`src/rtl/div_unit.sv`:
```
// Radix-2 restoring integer divider for MIPS DIV/DIVU: one quotient bit per clock, remainder on result_hi, quotient on result_lo.
// Optional macro DIV_EARLY_OUT_EN: finish in one cycle when |dividend| < |divisor|.
module div_unit #(
  parameter int DATA_WIDTH = 32
) (
  input  logic                  clk,
  input  logic                  rst,
  input  logic                  start,
  input  logic                  signed_div,
  input  logic [DATA_WIDTH-1:0] operand_1,
  input  logic [DATA_WIDTH-1:0] operand_2,
  input  logic                  annul,
  output logic                  busy,
  output logic                  done,
  output logic [DATA_WIDTH-1:0] result_hi,
  output logic [DATA_WIDTH-1:0] result_lo
);

  localparam int CNT_W = (DATA_WIDTH > 1) ? $clog2(DATA_WIDTH) : 1;

  typedef enum logic [1:0] {
    IDLE = 2'd0,
    RUN  = 2'd1,
    DONE = 2'd2
  } state_t;

  state_t state, state_next;

  logic [CNT_W-1:0]      count;
  logic [DATA_WIDTH-1:0] rem_q;
  logic [DATA_WIDTH-1:0] dvd_q;
  logic [DATA_WIDTH-1:0] dsr_q;
  logic                  q_neg;
  logic                  r_neg;

  logic                  accept;
  logic                  neg_1, neg_2;
  logic [DATA_WIDTH-1:0] abs_1, abs_2;
  logic                  div_zero;
  logic                  early;
  logic                  last_iter;
  logic [DATA_WIDTH:0]   shifted;
  logic [DATA_WIDTH:0]   diff;
  logic [DATA_WIDTH-1:0] rem_next;
  logic [DATA_WIDTH-1:0] dvd_next;
  logic [DATA_WIDTH-1:0] q_fix;
  logic [DATA_WIDTH-1:0] r_fix;

  // Operand conditioning, one restoring step, and final sign correction.
  always_comb begin
    accept    = start && !annul && (state == IDLE || state == DONE);
    neg_1     = signed_div & operand_1[DATA_WIDTH-1];
    neg_2     = signed_div & operand_2[DATA_WIDTH-1];
    abs_1     = neg_1 ? -operand_1 : operand_1;
    abs_2     = neg_2 ? -operand_2 : operand_2;
    div_zero  = (operand_2 == '0);
`ifdef DIV_EARLY_OUT_EN
    early     = !div_zero && (abs_1 < abs_2);
`else
    early     = 1'b0;
`endif
    last_iter = (count == CNT_W'(DATA_WIDTH - 1));
    shifted   = {rem_q, dvd_q[DATA_WIDTH-1]};
    diff      = shifted - {1'b0, dsr_q};
    rem_next  = diff[DATA_WIDTH] ? shifted[DATA_WIDTH-1:0] : diff[DATA_WIDTH-1:0];
    dvd_next  = {dvd_q[DATA_WIDTH-2:0], ~diff[DATA_WIDTH]};
    q_fix     = q_neg ? -dvd_next : dvd_next;
    r_fix     = r_neg ? -rem_next : rem_next;
  end

  always_comb begin
    state_next = state;
    unique case (state)
      IDLE, DONE: begin
        if (accept)
          state_next = (div_zero || early) ? DONE : RUN;
        else
          state_next = IDLE;
      end
      RUN: begin
        if (last_iter)
          state_next = DONE;
      end
      default: state_next = IDLE;
    endcase
    if (annul)
      state_next = IDLE;
  end

  always_ff @(posedge clk or posedge rst) begin
    if (rst)
      state <= IDLE;
    else
      state <= state_next;
  end

  // Annul freezes the datapath so the previous results stay visible.
  always_ff @(posedge clk or posedge rst) begin
    if (rst) begin
      count     <= '0;
      rem_q     <= '0;
      dvd_q     <= '0;
      dsr_q     <= '0;
      q_neg     <= 1'b0;
      r_neg     <= 1'b0;
      result_hi <= '0;
      result_lo <= '0;
    end else if (!annul) begin
      if (accept) begin
        if (div_zero) begin
          result_lo <= '1;
          result_hi <= operand_1;
        end else if (early) begin
          result_lo <= '0;
          result_hi <= operand_1;
        end else begin
          count <= '0;
          rem_q <= '0;
          dvd_q <= abs_1;
          dsr_q <= abs_2;
          q_neg <= neg_1 ^ neg_2;
          r_neg <= neg_1;
        end
      end else if (state == RUN) begin
        rem_q <= rem_next;
        dvd_q <= dvd_next;
        count <= count + CNT_W'(1);
        if (last_iter) begin
          result_lo <= q_fix;
          result_hi <= r_fix;
        end
      end
    end
  end

  assign busy = (state == RUN);
  assign done = (state == DONE);

endmodule

```
`config.mk`:
```
export PLATFORM = sky130hd
export DESIGN_NAME = div_unit
export DESIGN_NICKNAME = d
export VERILOG_FILES = /design/src/rtl/div_unit.sv
export SDC_FILE = /design/constraint.sdc
export NUM_CORES = 1
export LEC_CHECK = 0
export ABC_AREA = 1
export CAP_MARGIN = 20
export CORE_MARGIN = 3
export CORE_UTILIZATION = 50
export CTS_CLUSTER_DIAMETER = 120
export CTS_CLUSTER_SIZE = 10
export DETAILED_ROUTE_END_ITERATION = 6
export PLACE_DENSITY = 0.72
export SLEW_MARGIN = 0
export SYNTH_ARGS = -nofsm -noshare
export SYNTH_HDL_FRONTEND = slang
export SYNTH_SLANG_ARGS = --single-unit
```
`constraint.sdc`:
```
create_clock -name clk -period 8.46 [get_ports clk]
set_input_delay 2.115 -clock clk [delete_from_list [all_inputs] [get_ports clk]]
set_output_delay 2.115 -clock clk [all_outputs]
set_load 0.1 [all_outputs]
```
* After elaboration in Yosys (flattened, before gate mapping)
Cells that the tools add are included.
Cells by class: $add $sub $neg 6, eq/ne operators 6, mux-type cells 27, bitwise logic cells 6, reductions and logical operators 12
Operators by type and width (count):
- 32-bit 2-to-1 mux | 19
- 32-bit negator | 4
- 33-bit by 32-bit subtractor with 33-bit output | 1
- 32-bit zero test | 1
- 5-bit 2-to-1 mux | 3
- 2-bit 2-to-1 mux | 4
- 3-bit AND reduction | 2
- 5-bit by 1-bit adder with 5-bit output, second input constant | 1
- 5-bit == test, second input constant | 1
- 2-bit case mux with 2 select lines | 1
- 4-bit AND reduction | 1
- 2-bit nonzero test | 2
- 3-bit by 2-bit inequality test with 1-bit output, second input constant | 1
- 1-bit inverter | 3
- 1-bit bitwise AND | 2
- 2-bit by 1-bit == test with 1-bit output, second input constant | 1
- 2-bit == test, second input constant | 1
- 1-bit logical AND | 2
- 2-bit zero test | 1
- 2-bit by 1-bit inequality test with 1-bit output, second input constant | 1
- 2-bit inequality test, second input constant | 1
- 2-bit OR reduction | 1
- 1-bit zero test | 1
- 1-bit logical OR | 1
- 1-bit XOR | 1
Word-level totals: register bits 169, input bits 69, output and inout port bits 66, logic and storage cells 66

* Longest topological paths before layout
depth in word-level cells 7, mapped depth 33, mapped depth without buffers 31

* Worst setup path before layout
Ideal clock, no wire load.
kind input port to flip-flop, from input operand_2[1], to register result_hi[19], library setup time 0.123 ns, arrival 4.214 ns, required time 8.337 ns, slack 4.123 ns, cell stages on the path 14, path buffers 1, cells stage by stage inv_1 ha_1 inv_1 nor3_1 nand3_1 nor3_1 nand4_1 o21ai_1 inv_1 a21oi_2 inv_2 clkbuf_1 a21oi_1 a21oi_2
On the way: cells in the longest elaborated chain, start to end 3
RTL lines:
- start: declaration | RTL line 11 | input logic [DATA_WIDTH-1:0] operand_2,
- 32-bit zero test | RTL line 56 | div_zero = (operand_2 == '0);
- 2-bit by 1-bit inequality test with 1-bit output (no line)
- 4-bit AND reduction (no line)
- end signal: assignment | RTL line 112 | result_hi <= operand_1;
- end signal: assignment | RTL line 115 | result_hi <= operand_1;
- end signal: assignment | RTL line 130 | result_hi <= r_fix;
- end: declaration | RTL line 15 | output logic [DATA_WIDTH-1:0] result_hi,
Every way passes these cells. A chain may end at the register's enable or synchronous reset.

* Final worst setup path
from input operand_2[1], to register dvd_q[1]
On the way: cells in the longest elaborated chain, start to end 3
RTL lines:
- 32-bit zero test | RTL line 56
- 2-bit inequality test (no line)
- 3-bit AND reduction (no line)
- end signal: assignment | RTL line 119 | dvd_q <= abs_1;
- end signal: assignment | RTL line 126 | dvd_q <= dvd_next;
- end: declaration | RTL line 31 | logic [DATA_WIDTH-1:0] dvd_q;
Every way passes these cells.

==> results.yml <==
min_path:
  hold_depth: 2
  min_path_type: "flop to flop"
yosys:
  synth_edf_count: 0
  syn_area_um2: 13200
  netlist_top_cells_count: "nand2_1 (597), inv_1 (267), nor2_1 (213)"
  ys.flop_type: "dfrtp_1"
  synthArstFlopShare_pct: 100.0
  synth_top_area_cell: "dfrtp_1"
  synth_nets: 2147
  ys_seq_elements: 169
  synth_cells: 2039
  seq_area_frac_synth_pct: 32.03
  yosys_warnings: 0
  synth.distinct_cells: 58
  synth_area_leaders: "dfrtp_1 (32%), nand2_1 (17%), inv_1 (7.6%)"
  synth_most_common_cell: "nand2_1"
  postSynthAreaPerCell_um2: 6.474
  yosysTopAreaCellShare_pct: 32.03
detailed_routing:
  ant_nets: 0
  wl_per_cell_um: 16.45
  drtIter0Drc: 1428
  via_per_inst: 5.543
  drc_errors: 0
  vias: 13731
  first_pass_iters: 6
  drt_wl_total_um: 40750
global_routing:
  grt_pass1_wl_um: 66380
  antenna_found_initial: 0
  grt_pass1_vias: 12902
  grt.total_usage_pct: 28.86
  grt_max_degree: 100
  grt.overflow.total: 0
cells_and_area:
  area_delta_synth_final_pct: 16.03
  antenna_cells: 0
  layout-drive-gt1-share_pct: 6.241
  final_area_um2: 15320
  nets: 2242
  stdcell_count: 2477
place:
  dpl.cell_count: 2445
  placed_cell_area_um2: 14730
  globalplace.congestion: 0.9788
  port_buffers: 134
  hpwl_um: 31300
clock_tree:
  htree_levels: 4
  clock_sinks: 169
  insertion_delay_ns: 0.45
  cts_tree: "done"
  cts_buffers: 17
  cts_buffer_depth: 2
  ctsRootBufferMaster: "clkbuf_16"
  ctsResizeCount: 0
  clkTransAtPathRegs_ns: 0.07
  post_cts_buffers: 0
  cts_hold_buf: 0
sta:
  setup-tns-final_ns: 0
  rsz0062_at_grt: "false"
  slew_headroom_pct: 32.89
  worstMarginPinSlew_ns: 1.004
  setup_viol: 0
  min_period_ns: 5.864
  min_period_over_period_pct: 69.31
  max_freq_mhz: 170.5
  finalClockSkew_ns: 0.02244
  hold_ws_ns: 0.4879
  finalHoldViolations: 0
  maxSlewViolCount: 0
die:
  die-area_um2: 28390
  num_io_pins: 135
  initial_core_util_pct: 51.68
  rows: 58
  die_w_um: 168.5
  die_height_um: 168.5
  core_um2: 25540
power_and_ir_drop:
  finalPower_mw: 6.701
  total_leakage_power_nw: 7.581
  ir_drop_mv: 0.4191
  p_per_area_nw_per_um2: 437.5
critical_path:
  timing_worst_setup_path_type: "input port to flop"
  cp.arrival_ns: 6.16
  worst_r2r_path_depth: 30
  end_kind: "flop"
  critPathLaunchType: "input port"
  crit_required_ns: 8.76
  critical_path.max_fanout: 51
job:
  max_cap_viol_count: 0
status:
  outcome: "finished, final reports clean"
-- report_power, final --
group	total, mW	internal, mW	switching (mW)
Sequential	1.30	1.06	0.243
Clock	0.791	0.403	0.388
Combinational	4.61	1.30	3.30
-- final cells by class --
class / instances / area (um^2)
Clock inverter: 14 / 147.6
Timing Repair Buffer: 146 / 1431
Multi-Input combinational cell: 1517 / 7590
Clock buffer: 18 / 439.2
Sequential cell: 169 / 4229
Fill cell: 2522 / 10230
Inverter: 283 / 1067
Tap cell: 330 / 412.9
-- worst max-delay path, stage by stage --
cell and delay [ns]:
clkdlybuf4s50_1 0.39, inv_1 0.11, ha_1 0.18, inv_1 0.04
nor3_1 0.22, nand3_1 0.13, nor3_1 0.27, nand4_1 0.15
o21ai_2 0.14, buf_4 0.35, inv_1 0.48, nor2_2 0.19
buf_4 0.39, inv_2 0.29, buf_4 0.37, o211ai_1 0.14
o221ai_1 0.14
-- worst paths after layout --
| path | slack, ns | from | end |
|---|---|---|---|
| worst max-delay path | 2.60 | operand_2[1] | dvd_q[1]$_DFFE_PP0P_ |
| worst min-delay path | 0.49 | dsr_q[11]$_DFFE_PP0P_ | dsr_q[11]$_DFFE_PP0P_ |
| worst max register to register | 3.19 | dvd_q[31]$_DFFE_PP0P_ | result_lo[30]$_DFFE_PP0P_ |
| worst min register to register | 0.49 | dsr_q[11]$_DFFE_PP0P_ | dsr_q[11]$_DFFE_PP0P_ |
| max in group asynchronous | 4.83 | rst | dsr_q[19]$_DFFE_PP0P_ |
| min in group asynchronous | 2.21 | rst | result_hi[1]$_DFFE_PP0P_ |
-- layout by cell type, fill, tap and decap left out, types with 16 or more instances in the layout --
master | Yosys | routed
clkbuf_16 | 0 | 17
a21oi_1 | 94 | 94
a31oi_1 | 23 | 23
nor2_1 | 213 | 212
inv_2 | 15 | 16
nand2_1 | 597 | 597
o21ai_0 | 142 | 142
o211ai_1 | 18 | 18
nand3_1 | 132 | 131
nand4_1 | 18 | 18
nand2_2 | 24 | 24
dfrtp_1 | 169 | 169
clkdlybuf4s50_1 | 0 | 134
ha_1 | 38 | 38
nor3_1 | 32 | 32
inv_1 | 267 | 265
xor2_1 | 35 | 35
o22ai_1 | 21 | 21
-- state kept, by name (all words and copies together), names as in the netlist --
name	flops
result_lo	32
count	5
q_neg	1
r_neg	1
dvd_q	32
result_hi	32
rem_q	32
state	2
dsr_q	32
-- kinds of logic (layout without fill, tap and decap cells) --
family	after synthesis	after routing	synth area share (%)
AO/OA/AOI/OAI	362	362	15.84
multiplexers	1	1	0.07583
AND/OR/NAND/NOR	1068	1068	34.57
flip-flops	169	169	32.03
buffers and inverters	353	461	10.61
adder cells (fa/ha/maj)	39	39	3.753
XOR/XNOR	47	47	3.118
-- routing by layer --
layer	vias to the layer above	wire [um]	GRT usage (%)
met5	-	0	0
met4	0	1032	8.609
met3	67	2724	3.737
met2	498	18430	46.26
met1	6402	18560	41.06
li1	6764	-	-
-- through the flow --
stage	setup slack, ns	utilization (%)
after floorplan	1.770	-
after global placement	2.334	57.67
after detailed placement	2.230	57.67
after CTS	2.664	59.96
after global routing	2.276	59.96
final	2.596	59.96
Power figures use the tool's default switching activity.
